===== src/rtl/cpu_pkg.sv =====
// Shared CPU types and constants for the instruction fetch front end.
package cpu_pkg;

    localparam int XLEN = 32;
    localparam logic [XLEN-1:0] NOP_INSN         = 32'h0000_0013;
    localparam logic [XLEN-1:0] RESET_PC_DEFAULT = 32'h0000_0000;

    typedef struct packed {
        logic [XLEN-1:0] pc;
        logic [XLEN-1:0] insn;
    } fetch_entry_t;

    function automatic logic [XLEN-1:0] word_align(input logic [XLEN-1:0] addr);
        return {addr[XLEN-1:2], 2'b00};
    endfunction

endpackage


===== src/rtl/insn_prefetch_queue_if.sv =====
// Fetch-side bundle: imem request/response, MEM-stage redirect and the decode handshake.
interface insn_prefetch_queue_if;
    import cpu_pkg::*;

    logic            imem_req;
    logic [XLEN-1:0] imem_addr;
    logic [XLEN-1:0] imem_insn;
    logic            redirect;
    logic [XLEN-1:0] redirect_pc;
    logic            id_ready;
    logic            id_valid;
    logic [XLEN-1:0] id_insn;
    logic [XLEN-1:0] id_pc;

    modport master (
        output imem_req, imem_addr, id_valid, id_insn, id_pc,
        input  imem_insn, redirect, redirect_pc, id_ready
    );

    modport slave (
        input  imem_req, imem_addr, id_valid, id_insn, id_pc,
        output imem_insn, redirect, redirect_pc, id_ready
    );

endinterface


===== src/rtl/insn_prefetch_queue_fetch_fifo.sv =====
// Synchronous FIFO of {pc, insn} entries; head is registered, push-to-head latency is 1 cycle.
// Flush wins over push/pop; the caller guarantees no push when full and no pop when empty.
module fetch_fifo
    import cpu_pkg::*;
#(
    parameter int DEPTH = 4
) (
    input  logic                   clk,
    input  logic                   rst_n,
    input  logic                   push,
    input  fetch_entry_t           push_dat,
    input  logic                   pop,
    input  logic                   flush,
    output fetch_entry_t           head,
    output logic [$clog2(DEPTH):0] count
);

    localparam int PW = $clog2(DEPTH);

    fetch_entry_t  mem_q [DEPTH];
    fetch_entry_t  mem_d [DEPTH];
    logic [PW-1:0] wr_ptr_q, wr_ptr_d;
    logic [PW-1:0] rd_ptr_q, rd_ptr_d;
    logic [PW:0]   count_q, count_d;

    always_comb begin
        mem_d    = mem_q;
        wr_ptr_d = wr_ptr_q;
        rd_ptr_d = rd_ptr_q;
        count_d  = count_q;
        if (flush) begin
            wr_ptr_d = '0;
            rd_ptr_d = '0;
            count_d  = '0;
        end else begin
            if (push) begin
                mem_d[wr_ptr_q] = push_dat;
                wr_ptr_d        = wr_ptr_q + 1'b1;
            end
            if (pop) begin
                rd_ptr_d = rd_ptr_q + 1'b1;
            end
            case ({push, pop})
                2'b10:   count_d = count_q + 1'b1;
                2'b01:   count_d = count_q - 1'b1;
                default: count_d = count_q;
            endcase
        end
    end

    // Storage carries no reset; only entries below count are ever observed.
    always_ff @(posedge clk) begin
        mem_q <= mem_d;
    end

    always_ff @(posedge clk or negedge rst_n) begin
        if (!rst_n) begin
            wr_ptr_q <= '0;
            rd_ptr_q <= '0;
            count_q  <= '0;
        end else begin
            wr_ptr_q <= wr_ptr_d;
            rd_ptr_q <= rd_ptr_d;
            count_q  <= count_d;
        end
    end

    assign head  = mem_q[rd_ptr_q];
    assign count = count_q;

    overflow_chk: assert property (@(posedge clk) disable iff (!rst_n)
        !(push && !pop && !flush && (count_q == (PW+1)'(DEPTH))));

    underflow_chk: assert property (@(posedge clk) disable iff (!rst_n)
        !(pop && !flush && (count_q == '0)));

endmodule


===== src/rtl/insn_prefetch_queue.sv =====
// Credit-controlled instruction prefetcher: fetch_pc/inflight tracking in front of a {pc, insn} FIFO.
// Latency request->id_valid 2 cycles (1 with PREFETCH_BYPASS_EN); stalls hold the FIFO and stop issue; redirect flushes.
module insn_prefetch_queue
    import cpu_pkg::*;
#(
    parameter int              DEPTH    = 4,
    parameter logic [XLEN-1:0] RESET_PC = RESET_PC_DEFAULT
) (
    input  logic                  clk,
    input  logic                  rst_n,
    insn_prefetch_queue_if.master bus
);

    localparam int CW = $clog2(DEPTH) + 1;

    logic [XLEN-1:0] fetch_pc_q, fetch_pc_d;
    logic [XLEN-1:0] inflight_pc_q, inflight_pc_d;
    logic            inflight_q, inflight_d;

    logic [CW-1:0]   fifo_count;
    logic [CW:0]     credit_used;
    fetch_entry_t    fifo_head;
    fetch_entry_t    rsp_entry;
    fetch_entry_t    out_entry;
    logic            fifo_vld;
    logic            rsp_vld;
    logic            out_vld;
    logic            issue;
    logic            push;
    logic            pop;

    // Slots are counted against entries held plus the one response in flight;
    // a pop only returns its credit once count_q has actually dropped.
    assign credit_used = {1'b0, fifo_count} + {{CW{1'b0}}, inflight_q};
    assign issue       = rst_n && !bus.redirect && (credit_used < (CW+1)'(DEPTH));

    assign rsp_vld     = inflight_q && !bus.redirect;
    assign rsp_entry   = '{pc: inflight_pc_q, insn: bus.imem_insn};
    assign fifo_vld    = (fifo_count != '0);

`ifdef PREFETCH_BYPASS_EN
    logic bypass;

    // An empty queue hands the returning word straight to decode; it is only
    // stored if decode cannot take it this cycle.
    assign bypass    = rsp_vld && !fifo_vld;
    assign out_vld   = fifo_vld || bypass;
    assign out_entry = fifo_vld ? fifo_head : rsp_entry;
    assign push      = rsp_vld && !(bypass && bus.id_ready);
    assign pop       = fifo_vld && bus.id_ready && !bus.redirect;
`else
    assign out_vld   = fifo_vld;
    assign out_entry = fifo_head;
    assign push      = rsp_vld;
    assign pop       = fifo_vld && bus.id_ready && !bus.redirect;
`endif

    always_comb begin
        fetch_pc_d    = fetch_pc_q;
        inflight_pc_d = inflight_pc_q;
        inflight_d    = 1'b0;
        if (bus.redirect) begin
            fetch_pc_d = word_align(bus.redirect_pc);
        end else if (issue) begin
            fetch_pc_d    = fetch_pc_q + 32'd4;
            inflight_d    = 1'b1;
            inflight_pc_d = fetch_pc_q;
        end
    end

    always_ff @(posedge clk or negedge rst_n) begin
        if (!rst_n) begin
            fetch_pc_q    <= RESET_PC;
            inflight_q    <= 1'b0;
            inflight_pc_q <= '0;
        end else begin
            fetch_pc_q    <= fetch_pc_d;
            inflight_q    <= inflight_d;
            inflight_pc_q <= inflight_pc_d;
        end
    end

    fetch_fifo #(
        .DEPTH (DEPTH)
    ) u_fifo (
        .clk      (clk),
        .rst_n    (rst_n),
        .push     (push),
        .push_dat (rsp_entry),
        .pop      (pop),
        .flush    (bus.redirect),
        .head     (fifo_head),
        .count    (fifo_count)
    );

    assign bus.imem_req  = issue;
    assign bus.imem_addr = fetch_pc_q;
    assign bus.id_valid  = out_vld;
    assign bus.id_insn   = out_vld ? out_entry.insn : NOP_INSN;
    assign bus.id_pc     = out_vld ? out_entry.pc   : '0;

endmodule


===== src/flat_wrapper.sv =====
// flat-port wrapper written by rule: the top's interface ports become plain ports
module insn_prefetch_queue_flat import cpu_pkg::*;
#(
    parameter int              DEPTH    = 4,
    parameter logic [XLEN-1:0] RESET_PC = RESET_PC_DEFAULT
)
  (clk, rst_n, bus_imem_req, bus_imem_addr, bus_id_valid, bus_id_insn, bus_id_pc, bus_imem_insn, bus_redirect, bus_redirect_pc, bus_id_ready);
  insn_prefetch_queue_if bus_i ();
  input  logic clk;
  input  logic rst_n;
  output wire logic [$bits(bus_i.imem_req)-1:0] bus_imem_req;
  output wire logic [$bits(bus_i.imem_addr)-1:0] bus_imem_addr;
  output wire logic [$bits(bus_i.id_valid)-1:0] bus_id_valid;
  output wire logic [$bits(bus_i.id_insn)-1:0] bus_id_insn;
  output wire logic [$bits(bus_i.id_pc)-1:0] bus_id_pc;
  input wire logic [$bits(bus_i.imem_insn)-1:0] bus_imem_insn;
  input wire logic [$bits(bus_i.redirect)-1:0] bus_redirect;
  input wire logic [$bits(bus_i.redirect_pc)-1:0] bus_redirect_pc;
  input wire logic [$bits(bus_i.id_ready)-1:0] bus_id_ready;
  assign bus_imem_req = bus_i.imem_req;
  assign bus_imem_addr = bus_i.imem_addr;
  assign bus_id_valid = bus_i.id_valid;
  assign bus_id_insn = bus_i.id_insn;
  assign bus_id_pc = bus_i.id_pc;
  assign bus_i.imem_insn = bus_imem_insn;
  assign bus_i.redirect = bus_redirect;
  assign bus_i.redirect_pc = bus_redirect_pc;
  assign bus_i.id_ready = bus_id_ready;
  insn_prefetch_queue #(.DEPTH(DEPTH), .RESET_PC(RESET_PC)) u_core (.clk(clk), .rst_n(rst_n), .bus(bus_i));
endmodule

===== config.mk =====
export PLATFORM = sky130hd
export DESIGN_NAME = insn_prefetch_queue_flat
export DESIGN_NICKNAME = d
export VERILOG_FILES = /design/src/rtl/cpu_pkg.sv /design/src/rtl/insn_prefetch_queue_if.sv /design/src/rtl/insn_prefetch_queue_fetch_fifo.sv /design/src/rtl/insn_prefetch_queue.sv /design/src/flat_wrapper.sv
export SDC_FILE = /design/constraint.sdc
export NUM_CORES = 1
export LEC_CHECK = 0
export ABC_AREA = 1
export BUFFER_PORTS_ARGS = -buffer_cell sky130_fd_sc_hd__buf_2
export CORE_AREA = 2 2 245 247
export DETAILED_ROUTE_END_ITERATION = 12
export DIE_AREA = 0 0 247 249
export PLACE_DENSITY = 0.46
export SLEW_MARGIN = 20
export SYNTH_ARGS = -nofsm -noshare
export SYNTH_HDL_FRONTEND = slang
export SYNTH_SLANG_ARGS = --single-unit
export TNS_END_PERCENT = 1

===== constraint.sdc =====
create_clock -name clk -period 3.55 [get_ports clk]
set_input_delay 0.71 -clock clk [delete_from_list [all_inputs] [get_ports clk]]
set_output_delay 0.71 -clock clk [all_outputs]
set_load 0.005 [all_outputs]

# Word-level counts from Yosys, hierarchy flattened
# Index checks and enable logic that the tools add are counted.
[word_totals]
out_inout_bits = 98
elab_cells = 61
regBits = 328
inputBits = 68
[op_classes]
addsub = 6
eq_ne = 2
n_bitwise = 3
magnitude_cmp = 4
n_mux = 18
reduce_logical = 14
[ops]
columns = ["operator", "count"]
rows = [
  ["$bwmux W256", 1],
  ["$mux W64", 3],
  ["$bmux W64 S2", 1],
  ["$demux W64 S2", 1],
  ["$mux W32", 4],
  ["$add A32 B3 Y32 const B", 1],
  ["$mux W2", 4],
  ["$ge A3 B3 Y1 const B", 2],
  ["$logic_and A1 B1 Y1", 6],
  ["$not A2 Y3", 2],
  ["$pmux W3 S2", 1],
  ["$reduce_bool A2 Y1", 3],
  ["$reduce_bool A3 Y1", 2],
  ["$add A2 B1 Y2 const B", 2],
  ["$add A3 B1 Y4", 1],
  ["$lt A4 B3 Y1 const B", 1],
  ["$reduce_and A2 Y1", 2],
  ["$add A3 B1 Y3 const B", 1],
  ["$lt A3 B1 Y1 const B", 1],
  ["$mux W3", 1],
  ["$sub A3 B1 Y3 const B", 1],
  ["$eq A2 B1 Y1 const B", 1],
  ["$eq A2 B2 Y1 const B", 1],
  ["$mux W1", 2],
  ["2 further kinds", 2],
]

# Longest topological paths before layout
# Gate-level depths: netlist of run 1.
[depth]
ltp_word = 6
ltp_mapped = 9

# By module
# From an unflattened synthesis of run 1, not the netlist that was laid out.
[hier_totals]
cells_unflattened = 1338
hier_area_um2 = 14042.2
[by_module_without_submodules]
columns = ["module", "area_per_inst_um2", "seq_area_each_um2", "n_inst", "cells_per_inst"]
rows = [
  ["fetch_fifo", 9933.3, 7862.5, 1, 677],
  ["insn_prefetch_queue", 4108.9, 1526.5, 1, 661],
]

# Least setup slack after synthesis of run 1
# No wires, ideal clock.
[synth_timing]
path_type = "in2reg"
from = "in bus_redirect"
to = "reg u_core.u_fifo.mem_q[0] in the netlist's numbering (enable)"
path_slack_ns = -0.682
path_buffers = 1
cell_stages = 4
arrival_ns = 3.750
cell_sequence = "buf_2 > nor2_1 > inv_1 > nor2_1"
[synth_via]
elab_chain_len = 3
word_cells_on_any_way = 4
classes_between = "bitwise: 1; reduce/logical: 3"
[synth_rtl]
columns = ["item", "line", "text"]
rows = [
  ["from (decl)", "flat_wrapper.sv:17", "input wire logic [$bits(bus_i.redirect)-1:0] bus_redirect;"],
  ["$logic_not A1 Y1", "insn_prefetch_queue.sv:37", "assign rsp_vld = inflight_q && !bus.redirect;"],
  ["$logic_and A1 B1 Y1", "insn_prefetch_queue.sv:37", ""],
  ["$reduce_and A2 Y1 (no source line) (*)", "n/a", ""],
  ["to (signal assigned)", "insn_prefetch_queue_fetch_fifo.sv:53", "mem_q <= mem_d;"],
  ["to (decl)", "insn_prefetch_queue_fetch_fifo.sv:20", "fetch_entry_t mem_q [DEPTH];"],
]
# Mark *: on every way between the ends. The rest lies on a longest branch, timed or not.
# A chain may end at the register's enable or synchronous reset.

# Final worst setup path of run 1
[layout_timing]
from = "reg u_core.u_fifo.count_q[0] (netlist: u_core.u_fifo.count[0])"
to = "out bus_id_insn[13]"
[layout_via]
elab_chain_len = 2
[layout_rtl]
columns = ["item", "line", "text"]
rows = [
  ["from (decl)", "insn_prefetch_queue_fetch_fifo.sv:24", "logic [PW:0] count_q, count_d;"],
  ["from (signal assigned)", "insn_prefetch_queue_fetch_fifo.sv:64", "count_q <= count_d;"],
  ["$reduce_bool A3 Y1", "insn_prefetch_queue.sv:39", "assign fifo_vld = (fifo_count != '0);"],
  ["$mux W32", "insn_prefetch_queue.sv:99", "assign bus.id_insn = out_vld ? out_entry.insn : NOP_INSN;"],
  ["to (decl)", "flat_wrapper.sv:14", "output wire logic [$bits(bus_i.id_insn)-1:0] bus_id_insn;"],
]
# No other way between the ends.

==> impl_metrics.csv, run 1 <==
group,metric,value,unit
finish,utilization,28.0,%
critical_path,crit_type,"reg -> out",
yosys,seq_area_frac_synth,68.2,%
critical_path,crit_buf_inv,3,
clock_network,worstSkewPairLatency,550,ps
detailed_routing,num_vias,9433,
timing,hold-worst-slack,45.0,ps
critical_path,max_stage_delay,550,ps
clock_network,post_cts_resized,0,
clock_network,cts-buffers-inserted,39,
place,place_congestion,0.784,
timing,worst_slew_pin_slew,804,ps
global_routing,grt_first_pass_wirelength,56500,µm
timing,fin_skew,19.9,ps
global_routing,grt_max_degree,126,
clock_network,cts_sinks,316,
timing,grt_setup_unrepaired,"false",
place,dpl-instance-area,15200,µm²
detailed_routing,routed_wirelength,37700,µm
power_and_ir_drop,power.leakage,6.36,nW
detailed_routing,drt_iter0_drc,451,
critical_path,path_cells,"nor2_1 > nand2_2 > inv_2 > buf_12 > a21oi_1 > buf_2",
detailed_routing,ant_nets,0,
global_routing,grt_usage,12.1,%
timing,hold_violations,0,
yosys,yosys_warnings,0,
critical_path,critical_path.max_fanout,27,
global_routing,antenna_found_initial,0,
power_and_ir_drop,power_density,547,nW/µm²
yosys,yosys.cell_types.count,33,
timing,slew_viol_final,0,
finish,fill_cells,6119,
timing,final.period_utilization,90.3,%
finish,layout.nets,1507,
yosys,synth_top_family_by_area,"simple AND/OR/NAND/NOR gates",
critical_path,cpLargestDelayFamily,"buffers and inverters",
die,die_area,61500,µm²
detailed_routing,routed_via_density,4.22,
timing,fmaxAchievable,312,MHz
clock_network,postCtsSetupBuffers,0,
place,hpwl,23100,µm
yosys,syn-cell-area,13400,µm²
power_and_ir_drop,peakVddDrop,0.000294,V
die,ios,166,
clock_network,cts_tree,"built",
job,max-cap-violations,0,
clock_network,clk_pin_slew,60,ps
yosys,ys_seq_elements,316,
place,port_buffers,159,
critical_path,slowest_stage,"inv_2",
critical_path,crit_path_start_kind,"register",
timing,fin_setup_tns,0,ps
die,start_util,22.9,%
clock_network,root_buffer,"clkbuf_16",
die,die_h,249,µm
detailed_routing,wl_per_cell,16.9,µm
finish,final-seq-area,9150,µm²
clock_network,h-tree-depth,2,
yosys,synthMuxAreaShare,0,%
clock_network,cts_hold_buf,0,
yosys,synth-compound-area-share,8.70,%
yosys,synthCells,1274,
die,design.core.area,58700,µm²
die,die_x,247,µm
die,rows,89,
critical_path,cp.required,2840,ps
timing,finalSetupViolCount,0,
detailed_routing,firstDrtPassIters,5,
critical_path,cp-end-kind,"primary output",
power_and_ir_drop,power,9.00,mW
yosys,synthAdderAreaFrac,0.616,%
critical_path,critPathArrivalTime,2490,ps
timing,fin_crit,3200,ps
min_path,hold_class,"in -> async",
finish,num_antenna_cells,0,
outcome,status,"completed",
yosys,synth_xor_area_share,0.326,%
finish,syn_to_final_growth,22.6,%
global_routing,grt_pass1_vias,9145,
detailed_routing,post-route-drc-count,0,
yosys,syn_avg_cell_area,10.5,µm²
clock_network,clk_path_buf_depth,3,
finish,final_layout_size_suffix_gt1_share,18.4,%
global_routing,grt.overflow.total,0,
timing,relSlewSlack,46.4,%
finish,multi_input_area,3690,µm²
finish,design_area,16400,µm²
yosys,synth-simple-area-share,17.5,%
==> state kept, by name, summed over array words and instances, names as in the netlist <==
signal                  flops
u_core.inflight_pc_q       30
u_core.u_fifo.rd_ptr_q      2
u_core.u_fifo.count         3
u_core.u_fifo.mem_q       248
u_core.u_fifo.wr_ptr_q      2
u_core.bus.imem_addr       30
u_core.inflight_q           1
==> synthesized netlist by cell type, drive strengths merged <==
cell    instances  area [µm²]
o311ai          3        26.3
nand2         163         614
ha              5        62.6
nand4           2        12.5
buf            41         236
dfrtp          68        1700
a21oi          62         310
and2            1        6.26
inv            73         274
xnor2           1        8.76
conb            1        3.75
xor2            4        35.0
or2             1        6.26
nor3            5        25.0
nand3          68         375
fa              1        20.0
o21ai         163         816
clkbuf         26         103
edfxtp        248        7450
nor2          336        1310
o211ai          2        15.0
==> metrics by stage <==
step                      std cells  setup slack [ps]
final                          2237               345
after global routing           2237               149
after CTS                      2237               210
after detailed placement       2165               807
after global placement         2165               799
after floorplan                1277              -682
==> cell usage in the layout (no fill, tap or decap), types with 14 or more instances in the layout <==
cell         n
o21ai_0    120
a21oi_1     62
nand3_1     64
nand2_1    162
inv_1       68
edfxtp_1   248
dfrtp_1     66
buf_4       14
o21ai_1     43
buf_2      159
nor2_1     319
clkbuf_16   40
==> per-layer routing <==
layer	wire (µm)	vias to the layer above	track usage (%)
li1	-	4635	-
met1	17400	4545	16.3
met2	17600	204	19.4
met3	2110	49	3.12
met4	631	0	2.77
met5	0	-	0
==> worst register-to-register path: stages, from the launching register on <==
cell,delay [ps]
dfrtp_1,430
nor2_1,130
nand3_2,370
nand2_1,610
inv_1,280
nand2_1,110
nand3_1,80
==> cell families after synthesis <==
logic type | Yosys count
and+or+nand+nor | 576
xor gates and xnor gates | 5
AOI/OAI and AO/OA | 230
DFF | 316
adders and majority gates | 6
other | 1
buffers and inverters | 140
==> path summary, 6_finish.rpt <==
check                                                      from                                    end  slack, ps  depth (start not counted)
max                          u_core.u_fifo.count[0]$_DFFE_PN0P_                        bus_id_insn[13]        350                          6
min                                                       rst_n   u_core.bus.imem_addr[24]$_DFFE_PN0P_         50                          1
min reg2reg                u_core.inflight_pc_q[23]$_DFFE_PN0P_     u_core.u_fifo.mem_q[247]$_DFFE_PP_        530                          0
max in group asynchronous                                 rst_n  u_core.u_fifo.rd_ptr_q[0]$_DFFE_PN0P_       2320                          2
min in group clk                            bus_redirect_pc[14]   u_core.bus.imem_addr[14]$_DFFE_PN0P_        370                          3
max reg2reg                  u_core.u_fifo.count[2]$_DFFE_PN0P_    u_core.bus.imem_addr[8]$_DFFE_PN0P_       1420                          6
==> layout make-up <==
cell class,count,share of cell area (%)
Sequential cell,316,55.6
Clock inverter,23,1.36
Clock buffer,49,6.41
Inverter,73,1.68
Multi-Input combinational cell,821,22.4
Tap cell,773,5.88
Timing Repair Buffer,182,6.57
==> power breakdown <==
| group | switching, mW | internal, mW | total [mW] |
|---|---|---|---|
| registers | 0.179 | 4.19 | 4.37 |
| logic | 0.451 | 0.235 | 0.686 |
| clock network | 1.60 | 2.34 | 3.95 |
| total | 2.23 | 6.77 | 9.00 |
(Power assumes the default switching activity.)
==> run 2: changes to the inputs <==
--- a/config.mk
+++ b/config.mk
@@ -5,11 +5,11 @@
 export SDC_FILE = /design/constraint.sdc
 export NUM_CORES = 1
 export LEC_CHECK = 0
-export ABC_AREA = 1
+export ABC_AREA = 0
 export BUFFER_PORTS_ARGS = -buffer_cell sky130_fd_sc_hd__buf_2
-export CORE_AREA = 2 2 245 247
+export CORE_AREA = 2 2 239 241
 export DETAILED_ROUTE_END_ITERATION = 12
-export DIE_AREA = 0 0 247 249
+export DIE_AREA = 0 0 241 243
 export PLACE_DENSITY = 0.46
 export SLEW_MARGIN = 20
 export SYNTH_ARGS = -nofsm -noshare
==> impl_metrics.csv, run 2 <==
group,metric,value,unit
outcome,status,"completed",
detailed_routing,wl_per_cell,18.7,µm
detailed_routing,num_vias,7256,
clock_network,worstSkewPairLatency,580,ps
detailed_routing,routed_wirelength,32600,µm
global_routing,grt_usage,11.2,%
yosys,synth_top_area_share,58.6,%
yosys,synthMuxAreaShare,11.1,%
critical_path,r2r-end,"u_core.bus.imem_addr[15]$_DFFE_PN0P_",
clock_network,root_buffer,"clkbuf_16",
critical_path,crit_path_start_kind,"register",
clock_network,cts_hold_buf,0,
finish,layout_common_cells,"edfxtp_1, buf_2, nand2_1",
finish,largest_register_ffs,248,
die,die_h,243,µm
yosys,yosys.cell_types.count,45,
detailed_routing,post-route-drc-count,0,
critical_path,cp-end-kind,"primary output",
yosys,synth-simple-area-share,10.8,%
die,die_x,241,µm
yosys,yosys.area.top_type,"edfxtp_1",
global_routing,grt.overflow.total,0,
yosys,synth_edf_count,248,
timing,final.period_utilization,88.7,%
power_and_ir_drop,power.leakage,5.75,nW
die,rows,87,
clock_network,clk_pin_slew,60,ps
clock_network,clk_path_buf_depth,3,
clock_network,postCtsSetupBuffers,0,
timing,worst_slew_pin_slew,999,ps
detailed_routing,ant_nets,0,
yosys,synthArstFlopShare,21.5,%
min_path,hold_class,"in -> async",
critical_path,r2r_setup_slack,840,ps
timing,grt_setup_unrepaired,"false",
power_and_ir_drop,power_density,702,nW/µm²
critical_path,crit_type,"reg -> out",
critical_path,critPathArrivalTime,2440,ps
power_and_ir_drop,power,11.1,mW
timing,slew_viol_final,0,
timing,hold_violations,0,
yosys,synth.most_common_cell,"edfxtp_1",
critical_path,r2r_start,"u_core.inflight_q$_DFF_PN0_",
timing,finalSetupViolCount,0,
timing,relSlewSlack,33.1,%
yosys,synth_xor_area_share,0.413,%
yosys,synth_top_family_by_area,"multiplexers",
yosys,netlist_top_cells_area,"edfxtp_1, dfrtp_1, mux4_2, nand2_1, and2_1",
global_routing,antenna_found_initial,0,
die,design.core.area,56000,µm²
die,start_util,22.7,%
timing,fin_setup_tns,0,ps
clock_network,cts-buffers-inserted,38,
yosys,synth-compound-area-share,3.21,%
place,post-place-ws,256,ps
detailed_routing,drt_iter0_drc,415,
global_routing,grt_first_pass_wirelength,48900,µm
finish,max_flop_register,"u_core.u_fifo.mem_q",
place,port_buffers,159,
timing,fmaxAchievable,317,MHz
yosys,synthAdderAreaFrac,0.649,%
critical_path,cp.required,2840,ps
finish,syn_to_final_growth,24.6,%
global_routing,grt_pass1_vias,7731,
yosys,synthCells,782,
timing,fin_crit,3150,ps
finish,fill_cells,5751,
finish,layout.nets,1034,
yosys,synthTopCellsByCount,"edfxtp_1, nand2_1, dfrtp_1, and2_1, mux4_2",
yosys,syn-cell-area,12700,µm²
yosys,ys_seq_elements,316,
timing,fin_skew,31.6,ps
finish,final_common_cell,"edfxtp_1",
die,ios,166,
yosys,syn_avg_cell_area,16.3,µm²
finish,final_layout_size_suffix_gt1_share,31.9,%
global_routing,grt_max_degree,69,
clock_network,cts_tree,"built",
power_and_ir_drop,peakVddDrop,0.000281,V
yosys,yosys_warnings,0,
die,die_area,58600,µm²
job,max-cap-violations,0,
clock_network,h-tree-depth,2,
timing,fin_ws,400,ps
detailed_routing,routed_via_density,4.16,
finish,num_antenna_cells,0,
yosys,synth_ff_type,"edfxtp_1",
detailed_routing,firstDrtPassIters,4,
yosys,seq_area_frac_synth,71.9,%
critical_path,r2r_cells,6,
place,hpwl,20500,µm
clock_network,cts_sinks,316,
place,place_congestion,0.763,
critical_path,critical_path.max_fanout,46,
run 2: cell types whose count changed after synthesis, moves of 8 or more:
cell     previous run  this run
buf_2              24        11
nor2_1            323        21
inv_1              68         8
mux4_2              0        62
nor2_2              9         0
nand2_1           162       122
a221o_1             0         8
a21oi_1            62         6
and2_1              1        64
o21ai_1            43         0
o21ai_0           120        20
nand3_1            64        24
run 2: routing by layer:
metal  GRT usage, %  share of wire, %  up-vias  wire length [µm]
met5              0                 0        -                 0
met4           3.63               2.1        0               683
met3           2.96               5.9       47              1940
met2           17.6                46      183             15100
met1           15.1                46     3688             14900
li1               -                 -     3338                 -
run 2: cells by family (layout without fill, tap and decap cells):
| family | after synthesis | count (layout) |
|---|---|---|
| AND/OR/NAND/NOR | 277 | 277 |
| buffers and inverters | 53 | 256 |
| adder cells (fa/ha/maj) | 6 | 6 |
| flip-flops | 316 | 316 |
| multiplexers | 64 | 64 |
| AO/OA/AOI/OAI | 59 | 59 |
| XOR/XNOR | 6 | 6 |
| other | 1 | 4 |
run 2: what timing repair did:
item,CTS,global route
setup endpoints to repair,59,0
hold endpoints to repair,0,0
gates resized for setup,2,0
run 2: layout make-up:
class,instances,area [µm²],area share [%]
clock buffers,47,1000,6.34
repair buffers,179,1060,6.69
multi-input cells,416,3370,21.3
flip-flops and latches,316,9160,57.8
well taps,756,946,5.97
inverters,9,36.3,0.229
clock inverters,21,277,1.74
run 2: through the flow:
stage / instances / cell area (µm²) / hold WS (ps) / utilization (%)
after floorplan: 785 / 12700 / 414 / -
after global placement: 1676 / 14600 / 495 / 26.0
after detailed placement: 1676 / 14600 / 501 / 26.0
after CTS: 1744 / 15800 / 169 / 28.3
after global routing: 1744 / 15800 / 204 / 28.3
final: 1744 / 15800 / 198 / 28.3
run 2: worst max-delay path by stage:
stage                                  startpoint                            endpoint  slack [ps]  cells past startpoint
5_1_grt        u_core.u_fifo.count[0]$_DFFE_PN0P_                     bus_id_insn[17]         200                      5
6_report       u_core.u_fifo.count[0]$_DFFE_PN0P_                     bus_id_insn[14]         400                      5
4_1_cts        u_core.u_fifo.count[0]$_DFFE_PN0P_                     bus_id_insn[14]         310                      5
2_1_floorplan                        bus_redirect    u_core.u_fifo.mem_q[0]$_DFFE_PP_         590                      3
3_5_place_dp   u_core.u_fifo.count[0]$_DFFE_PN0P_  u_core.u_fifo.count[2]$_DFFE_PN0P_         260                      8
3_3_place_gp   u_core.u_fifo.count[0]$_DFFE_PN0P_  u_core.u_fifo.count[2]$_DFFE_PN0P_         320                      8
run 2: power by group:
group	internal (mW)	switching, mW
sequential	4.41	0.374
combinational	1.18	1.23
clock	2.33	1.59
run 2: critical path, cell delays in order (launching register included):
cell,delay (ps)
dfrtp_1,430
nor3_2,510
inv_4,370
buf_4,300
and2_1,150
buf_2,120
